File: src/rtl/mux_seq_pkg.sv
// rtl/mux_seq_pkg.sv - shared types and constants for the mux select sequencer
`timescale 1ns/1ns
package mux_seq_pkg;

  typedef enum logic [1:0] {
    IDLE   = 2'd0,
    SETTLE = 2'd1,
    DONE   = 2'd2
  } state_t;

  localparam int N_INPUTS = 4;
  localparam int SEL_W    = 2;

  typedef logic [SEL_W-1:0] sel_t;

  localparam sel_t LAST_SEL = sel_t'(N_INPUTS - 1);

endpackage

File: src/rtl/settle_counter.sv
// rtl/settle_counter.sv - settle-time counter; pre_tc port only with SAMPLE_CHECK_EN
`timescale 1ns/1ns
module settle_counter #(
  parameter int SETTLE_CYCLES = 4
) (
  input  logic clk,
  input  logic rst,
  input  logic clear,
`ifdef SAMPLE_CHECK_EN
  output logic pre_tc,
`endif
  output logic tc
);

  localparam int CNT_W = $clog2(SETTLE_CYCLES + 1);

  logic [CNT_W-1:0] cnt;

  always_ff @(posedge clk) begin
    if (rst || clear) cnt <= '0;
    else              cnt <= cnt + CNT_W'(1);
  end

  assign tc = (cnt == CNT_W'(SETTLE_CYCLES - 1));

`ifdef SAMPLE_CHECK_EN
  // One cycle before terminal count; never fires when settling is a single cycle.
  localparam int PRE_CNT = (SETTLE_CYCLES >= 2) ? SETTLE_CYCLES - 2 : 0;
  assign pre_tc = (SETTLE_CYCLES >= 2) && (cnt == CNT_W'(PRE_CNT));
`endif

endmodule

File: src/rtl/mux_select_sequencer.sv
// rtl/mux_select_sequencer.sv - steps mux select through 4 inputs, samples w after settling; optional err via SAMPLE_CHECK_EN
`timescale 1ns/1ns
module mux_select_sequencer
  import mux_seq_pkg::*;
#(
  parameter int SETTLE_CYCLES = 4
) (
  input  logic       clk,
  input  logic       rst,
  input  logic       start,
  input  logic       w,
  output logic       s0,
  output logic       s1,
  output logic       busy,
  output logic       done,
  output logic [3:0] data
`ifdef SAMPLE_CHECK_EN
  ,
  output logic       err
`endif
);

  state_t              state;
  sel_t                sel;
  logic [N_INPUTS-2:0] staging;
  logic                tc;
  logic                clear;

  // Counter only runs while settling and restarts after each sample.
  assign clear = (state != SETTLE) || tc;

`ifdef SAMPLE_CHECK_EN
  localparam bit CHECK_ON = (SETTLE_CYCLES >= 2);

  logic pre_tc;
  logic early;
  logic bad_sample;

  assign bad_sample = CHECK_ON && ((early !== w) || (w !== 1'b0 && w !== 1'b1));
`endif

  settle_counter #(
    .SETTLE_CYCLES(SETTLE_CYCLES)
  ) u_settle (
    .clk   (clk),
    .rst   (rst),
    .clear (clear),
`ifdef SAMPLE_CHECK_EN
    .pre_tc(pre_tc),
`endif
    .tc    (tc)
  );

  assign s0 = sel[0];
  assign s1 = sel[1];

  always_ff @(posedge clk) begin
    if (rst) begin
      state   <= IDLE;
      sel     <= '0;
      busy    <= 1'b0;
      done    <= 1'b0;
      data    <= '0;
      staging <= '0;
`ifdef SAMPLE_CHECK_EN
      early   <= 1'b0;
      err     <= 1'b0;
`endif
    end else begin
      done <= 1'b0;
      unique case (state)
        IDLE: begin
          if (start) begin
            state <= SETTLE;
            sel   <= '0;
            busy  <= 1'b1;
`ifdef SAMPLE_CHECK_EN
            err   <= 1'b0;
`endif
          end
        end
        SETTLE: begin
`ifdef SAMPLE_CHECK_EN
          if (pre_tc) early <= w;
`endif
          if (tc) begin
`ifdef SAMPLE_CHECK_EN
            if (bad_sample) err <= 1'b1;
`endif
            if (sel == LAST_SEL) begin
              // Last bit goes straight into data; staging holds only the first three.
              state <= DONE;
              data  <= {w, staging};
              done  <= 1'b1;
              busy  <= 1'b0;
            end else begin
              staging[sel] <= w;
              sel          <= sel + sel_t'(1);
            end
          end
        end
        DONE: begin
          sel <= '0;
          if (start) begin
            state <= SETTLE;
            busy  <= 1'b1;
`ifdef SAMPLE_CHECK_EN
            err   <= 1'b0;
`endif
          end else begin
            state <= IDLE;
          end
        end
        default: state <= IDLE;
      endcase
    end
  end

endmodule

File: config.mk
export PLATFORM = sky130hd
export DESIGN_NAME = mux_select_sequencer
export DESIGN_NICKNAME = d
export VERILOG_FILES = /design/src/rtl/mux_seq_pkg.sv /design/src/rtl/settle_counter.sv /design/src/rtl/mux_select_sequencer.sv
export SDC_FILE = /design/constraint.sdc
export NUM_CORES = 1
export LEC_CHECK = 0
export ABC_AREA = 0
export BUFFER_PORTS_ARGS = -buffer_cell sky130_fd_sc_hd__buf_4
export CORE_MARGIN = 5
export CORE_UTILIZATION = 35
export DETAILED_ROUTE_END_ITERATION = 16
export MAX_ROUTING_LAYER = met4
export PLACE_DENSITY = 0.56
export SLEW_MARGIN = 0
export SYNTH_ARGS = -nofsm -noshare
export SYNTH_HDL_FRONTEND = slang
export SYNTH_SLANG_ARGS = --single-unit
File: constraint.sdc
create_clock -name clk -period 2.2 [get_ports clk]
set_input_delay 0.44 -clock clk [delete_from_list [all_inputs] [get_ports clk]]
set_output_delay 0.44 -clock clk [all_outputs]
set_load 0.03 [all_outputs]
==> reports/results.ini, run 1 <==
[layout]
final_nets = 97
fill_cells = 207
mostFrequentLayoutCells = dfxtp_1 (16), buf_4 (11), nor2_1 (9)
multi_input_area_um2 = 333
antenna_cells = 0
final_common_cell = dfxtp_1
seq_area_um2 = 320
drive_gt1_share_pct = 21.2
syn_to_final_growth_pct = 21.8

[yosys]
yosys-top-cells-area = dfxtp_1 (47%), ha_1 (13%), mux2i_1 (5.9%)
synthCells = 71
seq_area_frac_synth_pct = 46.9
synth_seq_cells = 16
syn_area_per_cell_um2 = 9.62
synth_compound_area_share_pct = 9.89
synth-simple-area-share_pct = 20.1
synth_top_family_by_area = simple AND/OR/NAND/NOR gates
synth_top_area_cell = dfxtp_1
synth_fp_nets = 82
yosysUniqueCellTypes = 20
syn_area_um2 = 683
synth_fa_ha_area_share_pct = 12.8
yosys_warnings = 0
synth_top_cell_area_share_pct = 46.9
synthMuxAreaShare_pct = 5.86
synthXorXnorAreaFrac_pct = 0

[detailed_routing]
drt-initial-drc-count = 14
wl_met2_um = 537
vias = 535
post-route-drc-count = 0
met1_length_um = 622
first_pass_iters = 4
wl_um = 1260
wire_per_inst_um = 11.3
antenna_left = 0
vias_per_cell = 4.78
highest_layer = met4
met3_length_um = 57

[pwr]
switchingPower_mw = 0.111
vdd_drop_max_v = 0.000369
sw_frac_of_total_pct = 21.5
seqPwrFrac_pct = 57.6
powerDensity_nw_per_um2 = 622
combPwrFrac_pct = 5.1
intPower_mw = 0.406
power_leakage_nw = 0.386
p_clk_share_pct = 37.3

[critical_path]
start_kind = flop
crit_cells = 5
cp_common_cell = ha_1
slowest_stage = dfxtp_1
r2r_end = data[2]
r2r_start = u_settle.cnt[0]
endpoint = data[2]
cp-startpoint = u_settle.cnt[0]
slowest_delay_ns = 0.34
cp_max_fo = 6
cp_top_family = adder cells
path_cells = ha_1 > ha_1 > nand4b_2 > mux2i_1 > nor2_1
worstPathArrival_ns = 1.59
required_ns = 2.39
reg2reg_setup_slack_ns = 0.79
worstSetupEndpointType = flop
path_class = flop to flop
reg2regPathDepth = 5
path_buf_inv = 0

[grt]
antenna_found_initial = 0
grt_pass1_wl_um = 2150
grt_usage_pct = 10.7
grt_max_degree = 15
gr-total-overflow = 0
grt_pass1_vias = 484

[clock_tree]
cts_sinks = 16
cts_root_buf = clkbuf_4
cts_buffers = 3
clkSlewWorstSetupHoldPaths_ns = 0.09
clock_latency_ns = 0.29
clk_path_buf_depth = 2
cts_tree = yes
postCtsSetupBuffers = 0
holdBufCountCts = 0
cts_resized = 0
htree_levels = 1

[timing]
slew_violations = 0
fmax_ghz = 0.711
tns_ns = 0
min_period_ns = 1.41
setup_violations = 0
worstMarginPinSlew_ns = 0.280
setup_slack_ns = 0.793
skew_ns = 0.00108
max_slew_margin_pct = 81.3
finalHoldViolCount = 0
grt_setup_unrepaired = false
fin_crit_sh_pct = 63.9

[place]
io_buffers = 11
place_congestion = 0.761
dpl.hpwl_um = 905
dp_slack_ns = 0.797

[floorplanning]
rows = 16
core-area_um2 = 1900
die_h_um = 54.2
die_w_um = 54.2
io_pins = 12
die_area_um2 = 2940
start_util_pct = 35.9

[status]
status = finished clean

[run]
drv_cap = 0

[min_path]
hold_path.class = input port to flop

==> through the flow <==
stage	util (%)	cell area [µm²]	instances	hold slack, ns	power, mW
2_1_floorplan	-	683	71	0.399	0.320
3_3_place_gp	41.8	796	108	0.406	0.331
3_5_place_dp	41.8	796	108	0.416	0.331
4_1_cts	43.8	832	112	0.411	0.528
5_1_grt	43.8	832	112	0.420	0.540
6_report	43.8	832	112	0.429	0.518
==> cells in the mapped netlist <==
| master | count |
|---|---|
| nand4b_1 | 1 |
| nand2b_1 | 1 |
| and4bb_2 | 1 |
| mux2i_1 | 4 |
| nor2_1 | 9 |
| ha_1 | 7 |
| a21oi_1 | 7 |
| nand2_1 | 2 |
| nand4bb_1 | 1 |
| or3_1 | 1 |
| nand3_1 | 5 |
| nor2b_1 | 1 |
| nor3_1 | 1 |
| nand4b_2 | 1 |
| o21ba_2 | 1 |
| inv_1 | 7 |
| o21bai_1 | 1 |
| dfxtp_1 | 16 |
| clkbuf_1 | 1 |
| o21ai_0 | 3 |
==> cell type report <==
cell class / instances / area share, %
flip-flops and latches: 16 / 38.5
well taps: 27 / 4.06
inverters: 7 / 3.16
clock buffers: 4 / 4.36
multi-input cells: 47 / 40.0
repair buffers: 11 / 9.92
==> routing by layer <==
| layer | vias up | global-route usage (%) |
|---|---|---|
| li1 | 272 | - |
| met1 | 240 | 13.8 |
| met3 | 5 | 2.49 |
| met4 | 0 | 7.47 |
| met5 | - | - |
| met2 | 18 | 14.5 |
==> power by group through the flow <==
stage	sequential, mW	combinational (mW)	clock (mW)
after floorplan	0.307	0.0125	0
after global placement	0.305	0.0262	0
after detailed placement	0.305	0.0263	0
after CTS	0.298	0.0263	0.204
after global routing	0.300	0.0294	0.211
final	0.298	0.0264	0.193
==> logic make-up (layout without fill, tap and decap cells) <==
kind of cell    count (synthesis)  in the layout
compound gates                 12             12
fa+ha+maj                       7              7
buf+inv                         8             22
flops                          16             16
mux                             4              4
simple gates                   24             24
==> worst min path at each step <==
stage	slack [ns]	cells past startpoint	end	from
global route	0.42	3	data[3]	w
finish	0.43	2	staging[1]	rst
global placement	0.41	1	u_settle.cnt[0]	u_settle.cnt[0]
detailed placement	0.42	1	u_settle.cnt[0]	u_settle.cnt[0]
CTS	0.41	2	staging[1]	rst
floorplan	0.40	1	u_settle.cnt[0]	u_settle.cnt[0]
==> registers in the layout (all words and copies together) (netlist names) <==
signal,flops
busy,1
data,4
done,1
sel,2
staging,3
state,2
u_settle.cnt,3
No activity file was read; power rests on OpenSTA's default activity.
==> run 2: changes to the inputs <==
- clock period: 2.2 -> 1.4 ns (I/O delays scaled with it)
==> reports/results.ini, run 2 (synthesis gave the netlist of run 1 again) <==
[timing]
setup_violations = 0
min_period_ns = 1.29
fin_crit_sh_pct = 92.4
worstMarginPinSlew_ns = 0.333
fmax_ghz = 0.773
slew_violations = 0
tns_ns = 0
skew_ns = 0.00179
finalHoldViolCount = 0
grt_setup_unrepaired = false
max_slew_margin_pct = 77.8

[grt]
gr-total-overflow = 0
grt_max_degree = 15
grt_usage_pct = 9.97
antenna_found_initial = 0
grt_pass1_vias = 426
grt_pass1_wl_um = 2010

[clock_tree]
clk_path_buf_depth = 2
holdBufCountCts = 0
cts_tree = yes
clkSlewWorstSetupHoldPaths_ns = 0.09
cts_root_buf = clkbuf_4
cts_resized = 0
postCtsSetupBuffers = 0
clock_latency_ns = 0.29
htree_levels = 1
cts_buffers = 3
cts_sinks = 16

[layout]
mostFrequentLayoutCells = dfxtp_1 (15), buf_4 (12), nor2_1 (9)
reg.largest.list = data: 4 flops, staging: 3 flops, u_settle.cnt: 3 flops
top_register = data
final_common_cell = dfxtp_1
final_nets = 98
antenna_cells = 0
fin_util_pct = 46.3
syn_to_final_growth_pct = 28.9
largest_reg_flops = 4
drive_gt1_share_pct = 26.7

[floorplanning]
die_h_um = 54.2
core-area_um2 = 1900
rows = 16
die_w_um = 54.2
io_pins = 12
start_util_pct = 35.9
die_area_um2 = 2940

[critical_path]
cp_max_fo = 6
cp-startpoint = u_settle.cnt[0]
reg2regPathDepth = 5
reg2reg_setup_slack_ns = 0.11
worstSetupEndpointType = flop
required_ns = 1.63
slowest_stage = dfxtp_2
r2r_end = sel[1]
path_class = flop to flop
path_cells = ha_2 > ha_4 > and4bb_2 > nand4b_1 > a21oi_1
worstPathArrival_ns = 1.52
slowest_delay_ns = 0.34
endpoint = sel[1]
r2r_start = u_settle.cnt[0]
start_kind = flop

[pwr]
power_leakage_nw = 0.402
sw_frac_of_total_pct = 21.8
seqPwrFrac_pct = 57.7
powerDensity_nw_per_um2 = 927
intPower_mw = 0.639
switchingPower_mw = 0.178
vdd_drop_max_v = 0.000335
combPwrFrac_pct = 5.1
p_clk_share_pct = 37.2

[detailed_routing]
first_pass_iters = 3
wl_um = 1210
post-route-drc-count = 0
drt-initial-drc-count = 10
wire_per_inst_um = 10.7
vias = 514
vias_per_cell = 4.55
antenna_left = 0

[run]
drv_cap = 0

[place]
place_congestion = 0.808
dpl.hpwl_um = 890
io_buffers = 11

[status]
status = finished clean

[min_path]
hold_path.class = input port to flop
hold_start = rst

## run 2: power by group through the flow
stage                     Combinational, mW  Sequential, mW  Clock, mW
after floorplan                      0.0197           0.483          0
after global placement               0.0410           0.479          0
after detailed placement             0.0413           0.479          0
after CTS                            0.0415           0.469      0.318
after global routing                 0.0468           0.472      0.335
final                                0.0416           0.471      0.304
## run 2: final cells by class
type	count	area (µm²)
fill	181	1020
multi-input combinational	47	373
sequential	16	322
timing repair buffer	12	90.1
clock buffer	4	36.3
tap	27	33.8
inverter	7	26.3
## run 2: worst max-delay path: cells and delay by family (launching register included)
kind | cells | cell delay [ns]
AOI/OAI and AO/OA | 1 | 0.12
adders and majority gates | 2 | 0.38
DFF | 1 | 0.34
and+or+nand+nor | 2 | 0.40
## run 2: per-stage QoR
step	hold WS (ns)	instance area, µm²	setup WS [ns]	instances	power (mW)
after CTS	0.246	840	0.00208	113	0.828
after detailed placement	0.417	803	0.0177	109	0.520
after floorplan	0.349	683	0.0334	71	0.502
after global placement	0.407	803	0.0325	109	0.520
after global routing	0.265	881	0.00760	113	0.854
final	0.257	881	0.107	113	0.817
## run 2: routing by layer
layer / vias to the layer above / share of wire [%] / GRT usage (%)
li1: 272 / - / -
met1: 231 / 55 / 13.1
met2: 9 / 41 / 13.9
met3: 2 / 2.6 / 1.66
met4: 0 / 1.9 / 6.22
met5: - / 0 / -
## run 2: worst min path at each step
stage / cells past startpoint / endpoint
2_1_floorplan: 1 / staging[0]
6_report: 2 / sel[1]
3_3_place_gp: 1 / u_settle.cnt[0]
5_1_grt: 2 / staging[2]
3_5_place_dp: 1 / u_settle.cnt[0]
4_1_cts: 3 / data[3]
==> run 3: changes to the inputs <==
- RECOVER_POWER: not set -> 100
==> reports/results.ini, run 3 (synthesis gave the netlist of run 1 again) <==
[status]
status = finished clean

[pwr]
seqPwrFrac_pct = 57.8
p_clk_share_pct = 37.3
combPwrFrac_pct = 4.9
power_leakage_nw = 0.376
intPower_mw = 0.637
powerDensity_nw_per_um2 = 952
vdd_drop_max_v = 0.000335
p_total_mw = 0.814
sw_frac_of_total_pct = 21.8
switchingPower_mw = 0.178

[clock_tree]
cts_buffers = 3
htree_levels = 1
clock_latency_ns = 0.29
clk_path_buf_depth = 2
postCtsSetupBuffers = 0
holdBufCountCts = 0
clkSlewWorstSetupHoldPaths_ns = 0.09
cts_root_buf = clkbuf_4
cts_resized = 0
cts_sinks = 16
cts_tree = yes

[layout]
final_common_cell = dfxtp_1
syn_to_final_growth_pct = 25.3
largest_reg_flops = 4
final_nets = 98
antenna_cells = 0
multi_input_area_um2 = 373
fin_util_pct = 45.0
fill_cells = 187
seq_area_um2 = 322
mostFrequentLayoutCells = dfxtp_1 (15), nor2_1 (9), inv_1 (7), a21oi_1 (7), clkbuf_1 (6)
drive_gt1_share_pct = 19.8
top_register = data
reg.largest.list = data: 4 flops, staging: 3 flops, u_settle.cnt: 3 flops

[timing]
min_period_ns = 1.29
grt_setup_unrepaired = false
fmax_ghz = 0.773
tns_ns = 0
skew_ns = 0.00195
slew_violations = 0
finalHoldViolCount = 0
fin_crit_sh_pct = 92.4
setup_violations = 0
worstMarginPinSlew_ns = 0.370
max_slew_margin_pct = 75.5

[min_path]
hold_start = rst
hold_path.class = input port to flop

[critical_path]
endpoint = sel[1]
worstPathArrival_ns = 1.52
start_kind = flop
r2r_start = u_settle.cnt[0]
reg2reg_setup_slack_ns = 0.11
worstSetupEndpointType = flop
cp_max_fo = 6
reg2regPathDepth = 5
slowest_stage = dfxtp_2
r2r_end = sel[1]
cp-startpoint = u_settle.cnt[0]
path_class = flop to flop
slowest_delay_ns = 0.34
required_ns = 1.63
path_cells = ha_2 > ha_4 > and4bb_2 > nand4b_1 > a21oi_1

[place]
place_congestion = 0.808
dpl.hpwl_um = 890
io_buffers = 11

[grt]
gr-total-overflow = 0
antenna_found_initial = 0
grt_pass1_vias = 426
grt_pass1_wl_um = 2010
grt_max_degree = 15
grt_usage_pct = 9.97

[run]
drv_cap = 0

[detailed_routing]
first_pass_iters = 3
vias = 513
antenna_left = 0
vias_per_cell = 4.54
drt-initial-drc-count = 10
wire_per_inst_um = 10.7
post-route-drc-count = 0
wl_um = 1210

[floorplanning]
core-area_um2 = 1900
die_area_um2 = 2940
die_w_um = 54.2
start_util_pct = 35.9
rows = 16
die_h_um = 54.2
io_pins = 12

==> run 3: cell count changes in the layout (fill, tap and decap cells not counted) <==
cell / previous run / this run
buf_4: 12 / 5
clkbuf_2: 0 / 1
clkbuf_1: 0 / 6
==> run 3: critical path: cells and delay by family (launching register included) <==
kind | cells | cell delay [ns]
AND/OR/NAND/NOR | 2 | 0.40
adder cells (fa/ha/maj) | 2 | 0.38
flip-flops | 1 | 0.34
AO/OA/AOI/OAI | 1 | 0.12
==> run 3: final cells by class <==
class / count / area share (%)
Tap cell: 27 / 3.95
Clock buffer: 4 / 4.24
Timing Repair Buffer: 12 / 7.60
Multi-Input combinational cell: 47 / 43.6
Sequential cell: 16 / 37.6
Inverter: 7 / 3.07
==> run 3: per-stage QoR <==
| stage | cell area [µm²] | hold slack [ns] | cells | worst slack (ns) |
|---|---|---|---|---|
| 2_1_floorplan | 683 | 0.349 | 71 | 0.0334 |
| 6_report | 856 | 0.257 | 113 | 0.107 |
| 4_1_cts | 840 | 0.246 | 113 | 0.00208 |
| 5_1_grt | 856 | 0.265 | 113 | 0.00917 |
| 3_3_place_gp | 803 | 0.407 | 109 | 0.0325 |
| 3_5_place_dp | 803 | 0.417 | 109 | 0.0177 |
==> run 3: worst min path at each step <==
stage,slack (ns),cells after the start,end
after CTS,0.25,3,data[3]
after floorplan,0.35,1,staging[0]
after global placement,0.41,1,u_settle.cnt[0]
after global routing,0.27,2,staging[2]
final,0.26,2,sel[1]
after detailed placement,0.42,1,u_settle.cnt[0]
==> run 3: power by group through the flow <==
stage,clock network (mW),registers (mW),logic [mW]
final,0.304,0.471,0.0397
after global routing,0.335,0.472,0.0447
after CTS,0.318,0.469,0.0415
after detailed placement,0,0.479,0.0413
after global placement,0,0.479,0.0410
after floorplan,0,0.483,0.0197
==> run 3: per-layer routing <==
metal  vias up  part of all wire, %  track usage [%]
met5         -                    0                -
met4         0                  1.9             6.22
met3         2                  2.7             1.66
met2         9                   41             13.9
met1       230                   55             13.1
li1        272                    -                -
